`src/rtl/seq_pkg.sv`:
```
// Shared run-control definitions: state encoding, STP opcode and the bit positions
// of the decoder write-enable vector.
package seq_pkg;

  typedef enum logic [1:0] {
    ST_PRIME = 2'd0,
    ST_RUN   = 2'd1,
    ST_STEP  = 2'd2,
    ST_HALT  = 2'd3
  } seq_state_t;

  localparam logic [4:0] STP_OPCODE = 5'b11111;

  localparam int WE_INSTR2  = 6;
  localparam int WE_DATA1   = 5;
  localparam int WE_DATA2   = 4;
  localparam int WE_RD      = 3;
  localparam int WE_RS      = 2;
  localparam int WE_MOVE_FP = 1;
  localparam int WE_PUSH_UP = 0;

  function automatic logic is_stp(input logic [15:0] instr);
    return instr[15:11] == STP_OPCODE;
  endfunction

endpackage

```
`src/rtl/seq_prime_timer.sv`:
```
// PRIME down-counter plus the latched state to enter once priming completes.
// done is combinational from the counter; start reloads both counter and target.
module seq_prime_timer
  import seq_pkg::*;
#(
  parameter int START_RUNNING = 0,
  parameter int PRIME_CYCLES  = 1
) (
  input  logic       clk,
  input  logic       reset,
  input  logic       start,
  input  logic [1:0] start_tgt,
  input  logic       tick,
  output logic       done,
  output logic [1:0] tgt
);

  localparam logic [1:0] CNT_INIT = 2'(PRIME_CYCLES - 1);

  logic [1:0] cnt;

  always_ff @(posedge clk) begin
    if (reset) begin
      cnt <= CNT_INIT;
      tgt <= (START_RUNNING != 0) ? ST_RUN : ST_HALT;
    end else if (start) begin
      cnt <= CNT_INIT;
      tgt <= start_tgt;
    end else if (tick && cnt != 2'd0) begin
      cnt <= cnt - 2'd1;
    end
  end

  assign done = (cnt == 2'd0);

endmodule

```
`src/rtl/exec_sequencer.sv`:
```
// Run/halt/step sequencer gating decoder side effects; outputs are combinational
// from state, host loads are accepted only while halted with no run/step pending.
module exec_sequencer
  import seq_pkg::*;
#(
  parameter int START_RUNNING = 0,
  parameter int PRIME_CYCLES  = 1
) (
  input  logic        clk,
  input  logic        reset,
  input  logic [15:0] instr,
  input  logic [15:0] pc,
  input  logic [15:0] dec_instr_addr1,
  input  logic [15:0] dec_instr_addr2,
  input  logic [6:0]  dec_we,
  input  logic        dec_cnt_en,
  input  logic        dec_pc_sload,
  input  logic        run_req,
  input  logic        step_req,
  input  logic        halt_req,
  input  logic        ld_valid,
  input  logic [15:0] ld_addr,
  input  logic [15:0] ld_data,
  output logic        ld_ready,
  output logic [15:0] instr_addr1,
  output logic [15:0] instr_addr2,
  output logic [15:0] instr_wdata2,
  output logic [6:0]  we,
  output logic        cnt_en,
  output logic        pc_sload,
  output logic        halted,
  output logic [15:0] exec_cnt
);

  seq_state_t state, state_nxt;
  logic       retire;
  logic       prime_start;
  logic [1:0] prime_start_tgt;
  logic       prime_done;
  logic [1:0] prime_tgt;
  logic       stp;
  logic       run_ok;
  logic       gate;

  seq_prime_timer #(
    .START_RUNNING(START_RUNNING),
    .PRIME_CYCLES (PRIME_CYCLES)
  ) u_prime (
    .clk      (clk),
    .reset    (reset),
    .start    (prime_start),
    .start_tgt(prime_start_tgt),
    .tick     (state == ST_PRIME),
    .done     (prime_done),
    .tgt      (prime_tgt)
  );

  assign stp    = is_stp(instr);
  assign run_ok = (state == ST_RUN) || (state == ST_STEP);
  assign gate   = run_ok && !reset;
  assign halted = (state == ST_HALT);

  always_ff @(posedge clk) begin
    if (reset) begin
      state    <= ST_PRIME;
      exec_cnt <= 16'd0;
    end else begin
      state <= state_nxt;
      if (retire) exec_cnt <= exec_cnt + 16'd1;
    end
  end

  always_comb begin
    state_nxt       = state;
    retire          = 1'b0;
    ld_ready        = 1'b0;
    prime_start     = 1'b0;
    prime_start_tgt = ST_RUN;
    case (state)
      ST_PRIME: if (prime_done) state_nxt = seq_state_t'(prime_tgt);
      ST_RUN: begin
        // STP never retires; halt_req lets the current instruction finish
        if (stp) begin
          state_nxt = ST_HALT;
        end else begin
          retire = 1'b1;
          if (halt_req) state_nxt = ST_HALT;
        end
      end
      ST_STEP: begin
        retire    = !stp;
        state_nxt = ST_HALT;
      end
      ST_HALT: begin
        if (run_req) begin
          prime_start     = 1'b1;
          prime_start_tgt = ST_RUN;
          state_nxt       = ST_PRIME;
        end else if (step_req) begin
          prime_start     = 1'b1;
          prime_start_tgt = ST_STEP;
          state_nxt       = ST_PRIME;
        end else begin
          ld_ready = ld_valid && !reset;
        end
      end
      default: state_nxt = ST_PRIME;
    endcase

    we       = dec_we & {7{gate}};
    cnt_en   = dec_cnt_en && gate;
    pc_sload = dec_pc_sload && gate;
    if (ld_ready) we[WE_INSTR2] = 1'b1;

    // While stalled keep fetching pc/pc+1 so leaving HALT refetches fresh words
    instr_wdata2 = 16'd0;
    if (run_ok) begin
      instr_addr1 = dec_instr_addr1;
      instr_addr2 = dec_instr_addr2;
    end else begin
      instr_addr1 = pc;
      instr_addr2 = pc + 16'd1;
    end
    if (ld_ready) begin
      instr_addr2  = ld_addr;
      instr_wdata2 = ld_data;
    end
  end

endmodule

```
`config.mk`:
```
export PLATFORM = sky130hd
export DESIGN_NAME = exec_sequencer
export DESIGN_NICKNAME = d
export VERILOG_FILES = /design/src/rtl/seq_pkg.sv /design/src/rtl/seq_prime_timer.sv /design/src/rtl/exec_sequencer.sv
export SDC_FILE = /design/constraint.sdc
export NUM_CORES = 1
export LEC_CHECK = 0
export ABC_AREA = 1
export BUFFER_PORTS_ARGS = -buffer_cell sky130_fd_sc_hd__buf_2
export CAP_MARGIN = 20
export CELL_PAD_IN_SITES_DETAIL_PLACEMENT = 2
export CELL_PAD_IN_SITES_GLOBAL_PLACEMENT = 2
export CORE_UTILIZATION = 18
export DETAILED_ROUTE_END_ITERATION = 10
export PLACE_DENSITY = 0.82
export SLEW_MARGIN = 20
export SYNTH_ARGS = -nofsm -noshare
export SYNTH_HDL_FRONTEND = slang
export SYNTH_SLANG_ARGS = --single-unit
```
`constraint.sdc`:
```
create_clock -name clk -period 2.6 [get_ports clk]
set_input_delay 0 -clock clk [delete_from_list [all_inputs] [get_ports clk]]
set_output_delay 0 -clock clk [all_outputs]
set_load 0.005 [all_outputs]
```
==> flow_summary_export.csv <==
group,metric,value,unit
run_status,outcome,"complete, no violations",
clocking,htreeDepth,1,
layout,areaGrowthSynthToFinish,49.5,%
placement,dp_cells,783,
power_and_ir_drop,p_per_area,741,mW/mm^2
layout,final_core_util,27.5,%
setup_path,cpPeakStageDelay,0.40,ns
setup_path,cp-endpoint,"instr_addr2[15]",
timing,setup_viol,0,
setup_path,crit_chain,"inv_1 -> ha_1 -> inv_1 -> buf_4 -> nand2_1 -> a21boi_0 -> nand2_1 -> nand3_1 -> nand2_1 -> buf_2",
power_and_ir_drop,power.switching,1.21,mW
detailed_routing,initialDrtViolationCount,114,
global_routing,antenna_found_initial,0,
run,drv_cap,0,
setup_path,end_kind,"primary output",
setup_path,crit_top_cell,"nand2_1",
yosys,postSynthAreaPerCell,5.19,um^2
detailed_routing,wirelength,10600,um
timing,clock_skew,0.00804,ns
setup_path,regToRegSetupSlack,0.86,ns
power_and_ir_drop,irDropWorstVdd,0.000259,V
setup_path,worstPathArrival,2.17,ns
detailed_routing,vias,3487,
clocking,cts_buffer_depth,2,
yosys,synth.top_cell.area_share,22.0,%
detailed_routing,final_antenna_net_count,0,
placement,place_ws,0.698,ns
clocking,numCtsBuffers,3,
hold_path,worstHoldPathType,"in2reg",
floorplanning,fp.coreArea,0.0126,mm^2
power_and_ir_drop,swShare,47.2,%
placement,io_buffers,174,
power_and_ir_drop,power.leakage,2.01,nW
layout,final_nets,735,
clocking,clock_latency,0.26,ns
setup_path,cp_slowest_cell,"dfxtp_1",
clocking,post_cts_buffers,0,
clocking,ctsHoldBuffers,0,
global_routing,grt_pass1_vias,3622,
yosys,yosysTopAreaCell,"nand2_1",
detailed_routing,wire_per_inst,13.5,um
setup_path,critical_path_buf_inv_count,4,
power_and_ir_drop,internal_power,1.36,mW
layout,fill_cells,1662,
layout,final_cells,787,
detailed_routing,first_pass_iters,4,
clocking,cts_root_buf,"clkbuf_16",
placement,routabilityCongestion,0.750,
detailed_routing,drc_errors,0,
placement,dp_hpwl,8860,um
clocking,cts_num_sinks,22,
timing,worstMarginPinSlew,0.511,ns
layout,layout.area.seq,440,um^2
setup_path,regToRegEndpoint,"exec_cnt[12]$_SDFFE_PP0P_",
floorplanning,fp.dieH,116,um
setup_path,path_delay_family,"buffers and inverters",
setup_path,ff2ff_path_depth,9,
yosys,synth_seq_cells,22,
timing,fin_setup_tns,0,ns
global_routing,grt_util_all_layers,15.6,%
yosys,synth_nets,566,
floorplanning,start_util,18.4,%
yosys,syn_inst,447,
setup_path,path_depth,10,
yosys,synth_cell_types,28,
yosys,yosysWarnings,0,
timing,slew_viol_final,0,
floorplanning,io_pins,186,
global_routing,grt_overflow,0,
setup_path,cp_max_fo,29,
setup_path,required,2.60,ns
timing,rsz0062_at_grt,"false",
timing,max_freq,461,MHz
yosys,synth.area.top_cells,"nand2_1, dfxtp_1, nor2_1",
setup_path,worst_setup_path_start_kind,"flip-flop",
timing,fin_ws,0.432,ns
timing,hold_viol_final,0,
floorplanning,die_w,116,um
detailed_routing,viasPerCell,4.43,
hold_path,hold_path_depth,2,
setup_path,crit_path_start,"state[0]$_SDFFE_PP0P_",
yosys,synth-seq-area-share,19.0,%
clocking,clkSlewWorstSetupHoldPaths,0.07,ns
clocking,cts_resized,0,
setup_path,reg2reg_from,"state[0]$_SDFFE_PP0P_",
layout,multi_input_area,0.00157,mm^2
timing,fin_crit,2.17,ns
power_and_ir_drop,clkPwrFrac,17.2,%
power_and_ir_drop,comb_power_share,66.7,%
floorplanning,die_area,0.0134,mm^2
timing,finalCritPeriodShare,83.4,%
layout,layout-drive-gt1-share,30.7,%
timing,slew_headroom,65.7,%
global_routing,grt_pass1_wl,17000,um
floorplanning,std_cell_rows,41,
yosys,synth_area,0.00232,mm^2
global_routing,grt_max_degree,38,
setup_path,crit_type,"reg2out",
layout,antennaDiodeCount,0,
power_and_ir_drop,seq_power_share,16.1,%
clocking,tritoncts,"yes",
logic make-up (layout without fill, tap and decap cells):
family | Yosys count | in the layout | synth area share (%)
flip-flops | 22 | 22 | 19.0
AO/OA/AOI/OAI | 50 | 50 | 11.1
adder cells (fa/ha/maj) | 8 | 8 | 4.31
AND/OR/NAND/NOR | 287 | 287 | 51.1
buffers and inverters | 77 | 245 | 13.4
XOR/XNOR | 3 | 3 | 1.13
through the flow:
stage / total power [mW] / area (um^2) / hold slack (ns)
after floorplan: 1.42 / 2320 / 0.0707
after global placement: 2.09 / 3370 / 0.265
after detailed placement: 2.17 / 3370 / 0.272
after CTS: 2.63 / 3470 / 0.0178
after global routing: 2.86 / 3470 / 0.0196
final: 2.57 / 3470 / 0.00405
worst min-delay path by stage:
stage                      startpoint                         to
after floorplan            dec_cnt_en                     cnt_en
after global placement    ld_addr[13]            instr_addr2[13]
after detailed placement   ld_addr[6]             instr_addr2[6]
after CTS                       reset  exec_cnt[11]$_SDFFE_PP0P_
after global routing            reset  exec_cnt[11]$_SDFFE_PP0P_
final                           reset  exec_cnt[11]$_SDFFE_PP0P_
layout make-up:
class | count | area share, %
inverter | 62 | 6.71
sequential | 22 | 12.7
timing repair buffer | 179 | 26.2
clock buffer | 3 | 2.16
clock inverter | 1 | 0.865
multi-input combinational | 348 | 45.2
tap | 172 | 6.20
registers in the layout (all words and copies together) (netlist names):
signal	count
exec_cnt	16
state	2
u_prime.cnt	2
u_prime.tgt	2
power groups by stage:
stage	combinational (mW)	sequential (mW)	clock [mW]
2_1_floorplan	1.00	0.416	0
3_3_place_gp	1.67	0.419	0
3_5_place_dp	1.74	0.422	0
4_1_cts	1.76	0.415	0.452
5_1_grt	1.97	0.421	0.469
6_report	1.72	0.415	0.441
Yosys cell counts:
cell type,number
nand2_1,136
nor2_1,99
inv_1,61
nand3_1,30
a21oi_1,23
o21ai_0,23
dfxtp_1,22
buf_2,10
nand4_1,10
ha_1,8
nor3_1,4
clkbuf_1,3
xor2_1,3
a21boi_0,1
a31oi_1,1
and3_1,1
and3_2,1
buf_1,1
clkbuf_8,1
inv_2,1
nand2_2,1
nand3_2,1
nand3b_1,1
nor2_4,1
nor3_4,1
nor4_1,1
o21a_1,1
o21ai_1,1
layout by cell type, fill, tap and decap left out, drive strengths merged, types with 2 or more instances in the layout:
cell type	count
a21oi	23
and3	2
buf	179
clkbuf	3
dfxtp	22
ha	8
inv	62
nand2	137
nand3	31
nand4	10
nor2	100
nor3	5
o21ai	24
xor2	3
per-layer routing:
layer	vias up	wire (um)	global-route usage (%)
li1	1725	-	-
met1	1670	4180	17.2
met2	88	5920	32.4
met3	4	429	1.78
met4	0	60	1.65
met5	-	0	0
Power figures use the tool's default switching activity.
